## src/rtl/alu_serial_seq_pkg.sv

```systemverilog
// Shared definitions for the bit-serial ALU sequencer: op encodings and FSM states.
package alu_serial_seq_pkg;

    // op[2] = arit, op[1:0] = s
    localparam logic [2:0] OP_AND  = 3'b000;
    localparam logic [2:0] OP_OR   = 3'b001;
    localparam logic [2:0] OP_XOR  = 3'b010;
    localparam logic [2:0] OP_NOTA = 3'b011;
    localparam logic [2:0] OP_ADD  = 3'b100;
    localparam logic [2:0] OP_SUB  = 3'b101;

    typedef enum logic [1:0] {
        IDLE  = 2'd0,
        SHIFT = 2'd1,
        DONE  = 2'd2
    } state_t;

endpackage

```

## src/rtl/alu_serial_seq_if.sv

```systemverilog
// Request/result bundle between the control unit (master) and the serial ALU (slave).
// ALU_SERIAL_OVF_EN adds the registered signed-overflow flag ovf.
interface alu_serial_seq_if #(
    parameter int unsigned WIDTH = 8
);
    logic             start;
    logic [2:0]       op;
    logic [WIDTH-1:0] a;
    logic [WIDTH-1:0] b;
    logic             busy;
    logic             done;
    logic [WIDTH-1:0] y;
    logic             cout;
    logic             zero;
`ifdef ALU_SERIAL_OVF_EN
    logic             ovf;
`endif

    modport master (
        output start, op, a, b,
        input  busy, done, y, cout, zero
`ifdef ALU_SERIAL_OVF_EN
        , input ovf
`endif
    );

    modport slave (
        input  start, op, a, b,
        output busy, done, y, cout, zero
`ifdef ALU_SERIAL_OVF_EN
        , output ovf
`endif
    );
endinterface

```

## src/rtl/alu_serial_seq_cal.sv

```systemverilog
// One-bit arithmetic/logic cell: full adder when arit=1, else AND/OR/XOR/NOT A by s.
module cal
    import alu_serial_seq_pkg::*;
(
    output logic       out,
    output logic       c_out,
    input  logic       a,
    input  logic       b,
    input  logic       arit,
    input  logic       c_in,
    input  logic [1:0] s
);
    // Combinational cell function; carry out is only meaningful for arithmetic.
    always_comb begin
        out   = 1'b0;
        c_out = 1'b0;
        if (arit) begin
            out   = a ^ b ^ c_in;
            c_out = (a & b) | (a & c_in) | (b & c_in);
        end else begin
            case ({1'b0, s})
                OP_AND:  out = a & b;
                OP_OR:   out = a | b;
                OP_XOR:  out = a ^ b;
                OP_NOTA: out = ~a;
                default: out = 1'b0;
            endcase
        end
    end
endmodule

```

## src/rtl/alu_serial_seq.sv

```systemverilog
// Bit-serial ALU sequencer: feeds operands LSB-first through one cal cell, one bit
// per clock, and assembles result and flags. ALU_SERIAL_OVF_EN adds the ovf flag.
module alu_serial_seq
    import alu_serial_seq_pkg::*;
#(
    parameter int unsigned WIDTH = 8
) (
    input  logic             clk,
    input  logic             reset,
    alu_serial_seq_if.slave  bus
);
    localparam int unsigned CNT_W = $clog2(WIDTH);

    state_t             state_q, state_d;
    logic [WIDTH-1:0]   a_sh_q, a_sh_d;
    logic [WIDTH-1:0]   b_sh_q, b_sh_d;
    logic [WIDTH-2:0]   r_sh_q, r_sh_d;
    logic [WIDTH-1:0]   y_q, y_d;
    logic [CNT_W-1:0]   cnt_q, cnt_d;
    logic [2:0]         op_q, op_d;
    logic               carry_q, carry_d;
    logic               cout_q, cout_d;
    logic               zero_q, zero_d;
`ifdef ALU_SERIAL_OVF_EN
    logic               ovf_q, ovf_d;
`endif

    logic               arit;
    logic               b_eff;
    logic               cell_out;
    logic               cell_cout;
    logic               last;

    assign arit  = op_q[2];
    assign b_eff = b_sh_q[0] ^ (arit & op_q[0]);
    assign last  = (cnt_q == CNT_W'(WIDTH - 1));

    cal u_cal (
        .out   (cell_out),
        .c_out (cell_cout),
        .a     (a_sh_q[0]),
        .b     (b_eff),
        .arit  (arit),
        .c_in  (carry_q),
        .s     (op_q[1:0])
    );

    // Next state and datapath updates for the IDLE -> SHIFT -> DONE sequence.
    always_comb begin
        state_d = state_q;
        a_sh_d  = a_sh_q;
        b_sh_d  = b_sh_q;
        r_sh_d  = r_sh_q;
        y_d     = y_q;
        cnt_d   = cnt_q;
        op_d    = op_q;
        carry_d = carry_q;
        cout_d  = cout_q;
        zero_d  = zero_q;
`ifdef ALU_SERIAL_OVF_EN
        ovf_d   = ovf_q;
`endif
        case (state_q)
            IDLE: begin
                if (bus.start) begin
                    a_sh_d  = bus.a;
                    b_sh_d  = bus.b;
                    op_d    = bus.op;
                    cnt_d   = '0;
                    carry_d = bus.op[2] & bus.op[0];
                    state_d = SHIFT;
                end
            end
            SHIFT: begin
                a_sh_d  = a_sh_q >> 1;
                b_sh_d  = b_sh_q >> 1;
                r_sh_d  = {cell_out, r_sh_q} >> 1;
                carry_d = arit & cell_cout;
                cnt_d   = cnt_q + CNT_W'(1);
                if (last) begin
                    // The result bits never sit in y while shifting, so y only
                    // moves on the edge into DONE.
                    y_d     = {cell_out, r_sh_q};
                    cout_d  = arit & cell_cout;
                    zero_d  = ({cell_out, r_sh_q} == '0);
`ifdef ALU_SERIAL_OVF_EN
                    ovf_d   = arit & (carry_q ^ cell_cout);
`endif
                    state_d = DONE;
                end
            end
            DONE: begin
                state_d = IDLE;
            end
            default: begin
                state_d = IDLE;
            end
        endcase
    end

    // State and datapath registers with synchronous reset.
    always_ff @(posedge clk) begin
        if (reset) begin
            state_q <= IDLE;
            a_sh_q  <= '0;
            b_sh_q  <= '0;
            r_sh_q  <= '0;
            y_q     <= '0;
            cnt_q   <= '0;
            op_q    <= '0;
            carry_q <= 1'b0;
            cout_q  <= 1'b0;
            zero_q  <= 1'b0;
`ifdef ALU_SERIAL_OVF_EN
            ovf_q   <= 1'b0;
`endif
        end else begin
            state_q <= state_d;
            a_sh_q  <= a_sh_d;
            b_sh_q  <= b_sh_d;
            r_sh_q  <= r_sh_d;
            y_q     <= y_d;
            cnt_q   <= cnt_d;
            op_q    <= op_d;
            carry_q <= carry_d;
            cout_q  <= cout_d;
            zero_q  <= zero_d;
`ifdef ALU_SERIAL_OVF_EN
            ovf_q   <= ovf_d;
`endif
        end
    end

    assign bus.busy = (state_q == SHIFT);
    assign bus.done = (state_q == DONE);
    assign bus.y    = y_q;
    assign bus.cout = cout_q;
    assign bus.zero = zero_q;
`ifdef ALU_SERIAL_OVF_EN
    assign bus.ovf  = ovf_q;
`endif

endmodule

```

## src/flat_wrapper.sv

```systemverilog
// flat-port wrapper written by rule: the top's interface ports become plain ports
module alu_serial_seq_flat import alu_serial_seq_pkg::*;
#(
    parameter int unsigned WIDTH = 8
)
  (clk, reset, bus_start, bus_op, bus_a, bus_b, bus_busy, bus_done, bus_y, bus_cout, bus_zero);
  alu_serial_seq_if #(.WIDTH(WIDTH)) bus_i ();
  input  logic clk;
  input  logic reset;
  input wire logic [$bits(bus_i.start)-1:0] bus_start;
  input wire logic [$bits(bus_i.op)-1:0] bus_op;
  input wire logic [$bits(bus_i.a)-1:0] bus_a;
  input wire logic [$bits(bus_i.b)-1:0] bus_b;
  output wire logic [$bits(bus_i.busy)-1:0] bus_busy;
  output wire logic [$bits(bus_i.done)-1:0] bus_done;
  output wire logic [$bits(bus_i.y)-1:0] bus_y;
  output wire logic [$bits(bus_i.cout)-1:0] bus_cout;
  output wire logic [$bits(bus_i.zero)-1:0] bus_zero;
  assign bus_i.start = bus_start;
  assign bus_i.op = bus_op;
  assign bus_i.a = bus_a;
  assign bus_i.b = bus_b;
  assign bus_busy = bus_i.busy;
  assign bus_done = bus_i.done;
  assign bus_y = bus_i.y;
  assign bus_cout = bus_i.cout;
  assign bus_zero = bus_i.zero;
  alu_serial_seq #(.WIDTH(WIDTH)) u_core (.clk(clk), .reset(reset), .bus(bus_i));
endmodule
```

## config.mk

```make
export PLATFORM = sky130hd
export DESIGN_NAME = alu_serial_seq_flat
export DESIGN_NICKNAME = d
export VERILOG_FILES = /design/src/rtl/alu_serial_seq_pkg.sv /design/src/rtl/alu_serial_seq_if.sv /design/src/rtl/alu_serial_seq_cal.sv /design/src/rtl/alu_serial_seq.sv /design/src/flat_wrapper.sv
export SDC_FILE = /design/constraint.sdc
export NUM_CORES = 1
export LEC_CHECK = 0
export BUFFER_PORTS_ARGS = -buffer_cell sky130_fd_sc_hd__buf_4
export CAP_MARGIN = 30
export CELL_PAD_IN_SITES_DETAIL_PLACEMENT = 1
export CELL_PAD_IN_SITES_GLOBAL_PLACEMENT = 2
export CORE_UTILIZATION = 31
export DETAILED_ROUTE_END_ITERATION = 12
export PLACE_DENSITY = 0.84
export SETUP_SLACK_MARGIN = 0.4
export SKIP_LAST_GASP = 1
export SYNTH_ARGS = -nofsm -noshare
export SYNTH_HDL_FRONTEND = slang
export SYNTH_SLANG_ARGS = --single-unit
```

## constraint.sdc

```tcl
create_clock -name clk -period 2.5 [get_ports clk]
set_input_delay 0.375 -clock clk [delete_from_list [all_inputs] [get_ports clk]]
set_output_delay 0.375 -clock clk [all_outputs]
set_load 0.01 [all_outputs]
```

* After elaboration in Yosys (flattened, before gate mapping)
Index checks and enable logic that the tools add are counted.
Word-level totals: register bits after elaboration 42, input port bits 22, output and inout port bits 12
Operators by class: $add $sub $neg 1, equality and inequality tests 8, muxes and demuxes 14, bitwise logic cells 13, reduce and logical (&&, ||, !) cells 8
Operator list (number):
- case mux 8 bit (2 select lines) | 2
- two-way mux 8 bit | 2
- logical NOT 8 bit | 1
- AND reduction 2 bit | 4
- bitwise AND 1 bit | 6
- == test 2 bit, second input constant | 3
- case mux 3 bit (2 select lines) | 1
- == test 2 x 1 -> 1 bit, second input constant | 2
- logical NOT 2 bit | 2
- two-way mux 2 bit | 2
- case mux 1 bit (4 select lines) | 1
- case mux 2 bit (2 select lines) | 1
- adder 3 x 1 -> 3 bit, second input constant | 1
- == test 3 bit, second input constant | 1
- two-way mux 1 bit | 3
- two-way mux 3 bit | 1
- bitwise OR 1 bit | 3
- bitwise XOR 1 bit | 3
- inequality test 2 x 1 -> 1 bit, second input constant | 1
- inequality test 2 bit, second input constant | 1
- case mux 1 bit (2 select lines) | 1
- nonzero test 2 bit | 1
- NOT 1 bit | 1

* Logic depth before layout (Yosys ltp)
word-level depth 8, gate-level depth with buffers 8

* Modules after synthesis
From an unflattened synthesis, not the netlist that was laid out.
Unflattened totals: cells, all modules 216, area total of the unflattened synthesis 1873.0 µm²
Modules (own cells, without submodules):
- alu_serial_seq | instances 1, cells each 202, area each 1769.2 µm², seq. area each 840.8 µm²
- cal | instances 1, cells each 14, area each 103.8 µm², seq. area each 0.0 µm²

* Worst setup path after synthesis
OpenSTA, ideal clock, no wires.
path type register to register, start register u_core.op_q[2], end register u_core.y_q[7], in the netlist u_core.bus.y[7], library setup time 0.135 ns, arrival time 1.754 ns, path slack 0.610 ns, stages on the path, launching flop included 9, cell sequence dfxtp_1 clkbuf_1 nand2_1 xnor2_1 inv_1 ha_1 mux2_2 a22oi_1 a311oi_1
On the way: word-level cells in the longest chain between the ends 5
Ends and longest elaborated chain:
- start: declaration | line alu_serial_seq.sv:20 | logic [2:0] op_q, op_d;
- start signal: assignment | line alu_serial_seq.sv:124 | op_q <= op_d;
- bitwise AND 1 bit | line alu_serial_seq.sv:35 | assign b_eff = b_sh_q[0] ^ (arit & op_q[0]);
- bitwise XOR 1 bit | line alu_serial_seq.sv:35
- bitwise XOR 1 bit (tied with other cells) | line alu_serial_seq_cal.sv:18, alu_serial_seq_cal.sv:24
- case mux 1 bit (4 select lines) / bitwise XOR 1 bit (equally long branches) | line alu_serial_seq_cal.sv:21, alu_serial_seq_cal.sv:18
- two-way mux 1 bit * | line alu_serial_seq_cal.sv:17 | if (arit) begin
- end signal: assignment | line alu_serial_seq.sv:122 | y_q <= y_d;
- end: declaration | line alu_serial_seq.sv:18 | logic [WIDTH-1:0] y_q, y_d;
Mark *: on every way between the ends. The rest lies on a longest branch, timed or not. A chain may end at the register's enable or synchronous reset.

* Worst setup path after layout
start register u_core.op_q[2], end register u_core.r_sh_q[6]
On the way: word-level cells in the longest chain between the ends 5
Ends and longest elaborated chain:
- bitwise AND 1 bit | line alu_serial_seq.sv:35
- bitwise XOR 1 bit | line alu_serial_seq.sv:35
- bitwise XOR 1 bit (tied with other cells) | line alu_serial_seq_cal.sv:18, alu_serial_seq_cal.sv:24
- case mux 1 bit (4 select lines) / bitwise XOR 1 bit (equally long branches) | line alu_serial_seq_cal.sv:21, alu_serial_seq_cal.sv:18
- two-way mux 1 bit * | line alu_serial_seq_cal.sv:17
- end signal: assignment | line alu_serial_seq.sv:121 | r_sh_q <= r_sh_d;
- end: declaration | line alu_serial_seq.sv:17 | logic [WIDTH-2:0] r_sh_q, r_sh_d;
Marks and branches as above.

==> reports/results.txt <==
Post-synthesis xor/xnor area fraction: 0.485%
Area share of the largest cell type after synthesis: 46.6%
Yosys reg bits: 42
Adder-Cell Fraction of Synth Area: 3.88%
Clk pwr share: 36.1%
Mux cell area share after synthesis: 1.18%
Fmax achieved: 527 MHz
# fillers: 688
Total negative slack: 0 ps
P_int: 1050 uW
Synthesis Warnings: 0
Sequential Area: 841 um^2
All-Layer GR Usage: 14.2%
DR pass1 iterations: 4
Gr ovfl total: 0
Fraction of layout cells with a size suffix above 1: 20.7%
Worst-Skew Late Latency: 290 ps
Post-synth top area cell: dfxtp_1
Pre-CTS WS: 523 ps
Initial antenna violation count: 0
Syn nets: 247
I/O pin cnt: 34
Remaining DRCs: 0
Worst slew pin tran: 808 ps
Net Sw Power: 347 uW
Area occupied by multi-input gates: 860 um^2
Clk slew on worst S/H paths: 80 ps
Final setup vio count: 0
Distinct cell type count after synthesis: 30
Via count: 1584
Clk sinks: 42
Die width: 78.3 um
Cell area after synthesis: 1810 um^2
Total power: 1400 uW
Die footprint: 6130 um^2
Min cycle time layout: 1900 ps
Sw Ratio: 24.7%
Port Buffers: 33
Critical path class: reg -> reg
WHS Endpoint: u_core.b_sh_q[7]
Final Hold Fails: 0
Hpwl dp: 2790 um
Worst R2R Path Depth: 7
Hold path startpoint: bus_b[7]
Die Y: 78.3 um
ANT nets after route: 0
Num CTS Buffers: 5
CORE AREA: 5570 um^2
Fin worst setup slack: 601 ps
Sequential fraction of the synthesis area: 46.6%
FF-to-FF setup slack: 600 ps
Max transition margin: 46.1%
Main combinational cell family by area after synthesis: simple AND/OR/NAND/NOR gates
CP Capture Type: flop
Reg power frac: 51.9%
Slew Limit Fails: 0
Vias in the first global route: 1504
Syn Area/Cell: 8.21 um^2
RSZ-0062 raised after global routing: false
TritonCTS clock tree: yes
# Max-Cap Violations: 0
Clock buffer depth: 2
Post-Synth Simple-Gate Area: 25.4%
Combinational power share: 12.0%
1st-iter DRT viols: 58
Routed WL: 4140 um
Initial Util: 32.4%
Power Density: 642 nW/um^2
Nets: 272
R2r startpoint: u_core.op_q[2]
Hold Slack: 328 ps
Layout Utilization: 39.1%
First-pass GRT wire length: 6950 um
Max FO, Critical Path: 8
Largest net degree at the start of global routing: 44
Max VDD drop: 238 uV
Layout Skew: 5.02 ps
Post-synthesis cell count: 220
Clock root buffer master: clkbuf_8
CP startpoint kind: flop
Vias/cell: 4.98
GPL Wtd Cong: 0.743
CP Data Required Time: 2660 ps
RR Endpoint: u_core.r_sh_q[6]
Worst path arrival time: 2060 ps
Leakage Power: 0.000873 uW
Area grow syn2layout: 20.9%
Worst hold stages: 3
Antenna diodes: 0
Row Count: 27
Synth top area cells: dfxtp_1, nand2_1, a311oi_1, a21oi_1, nor2_1
Status: completed
Period utilization: 75.9%
Synth Area in Compound Gates: 16.3%
H-tree levels: 2
Hold Path Class: in -> reg
DR WL/cell: 13.0 um
[metrics by stage]
stage | area (um^2) | instances
6_report | 2180 | 318
2_1_floorplan | 1810 | 220
4_1_cts | 2170 | 318
5_1_grt | 2180 | 318
3_5_place_dp | 2060 | 310
3_3_place_gp | 2060 | 310
[routing by layer]
layer  up-vias  part of all wire (%)  global-route usage [%]
met2        21                    48                    23.2
met4         0                   1.3                    5.00
met3         4                   3.1                    2.91
li1        800                     -                       -
met1       759                    48                    18.6
met5         -                     0                       0
[registers in the layout, indices dropped and copies added (netlist names)]
| name | flops |
|---|---|
| u_core.bus.cout | 1 |
| u_core.bus.y | 8 |
| u_core.op_q | 3 |
| u_core.cnt_q | 3 |
| u_core.state_q | 2 |
| u_core.r_sh_q | 7 |
| u_core.bus.zero | 1 |
| u_core.b_sh_q | 8 |
| u_core.a_sh_q | 8 |
| u_core.carry_q | 1 |
[what timing repair did]
action | in CTS | in global routing
gates resized for setup | 0 | 1
buffers inserted | 0 | 0
hold buffers | 0 | 0
setup endpoints to repair | 0 | 3
[placed cells by master (no fill, tap or decap), types with 2 or more instances in the layout]
master	n
clkbuf_8	8
a311oi_1	17
nor2b_1	2
dfxtp_1	42
nor2_1	18
nand2_1	68
buf_4	36
nand3_1	7
a21oi_1	24
ha_1	4
inv_1	2
nand2b_1	2
[critical path, stage by stage, from the launching register on]
cell	delay (ps)
dfxtp_1	440
nand2_1	130
xnor2_2	200
inv_1	70
ha_1	270
mux2_2	260
a22oi_1	250
a311oi_1	140
[worst max-delay path by stage]
stage,from,end,slack [ps],cells after the start
global placement,u_core.op_q[2],u_core.bus.y[7],590,7
CTS,u_core.op_q[2],u_core.r_sh_q[6],520,7
floorplan,u_core.op_q[2],u_core.bus.y[7],610,8
finish,u_core.op_q[2],u_core.r_sh_q[6],600,7
detailed placement,u_core.op_q[2],u_core.bus.y[7],520,7
global route,u_core.op_q[2],u_core.r_sh_q[6],460,7
[logic make-up (layout without fill, tap and decap cells)]
group           Yosys count  in the layout
compound gates           44             44
xor+xnor                  1              1
fa+ha+maj                 5              5
buf+inv                  21             47
flops                    42             42
mux                       2              2
simple gates            105            105
[synth_stat cells (all sizes together)]
cell type / n
xnor2: 1
or3b: 1
nor2b: 2
nand3: 7
nor2: 19
nand2: 68
nand2b: 2
a22oi: 1
o21a: 1
nor3b: 2
clkbuf: 7
nor4: 1
a41o: 1
ha: 4
a21oi: 24
buf: 11
inv: 3
and3b: 1
nand3b: 1
fa: 1
mux2: 1
mux2i: 1
dfxtp: 42
a311oi: 17
or4: 1
[power by group through the flow]
stage,clock [uW],sequential (uW),combinational [uW]
after floorplan,0,736,125
after global placement,0,742,165
after detailed placement,0,744,170
after CTS,530,728,171
after global routing,552,733,193
final,506,727,168
[final cells by class]
class	instances	share of cell area, %
Timing Repair Buffer	36	12.4
Clock buffer	8	5.05
Sequential cell	42	38.5
Inverter	3	0.516
Multi-Input combinational cell	157	39.4
Tap cell	72	4.13
Note: power is estimated with default switching activity, not from simulation.
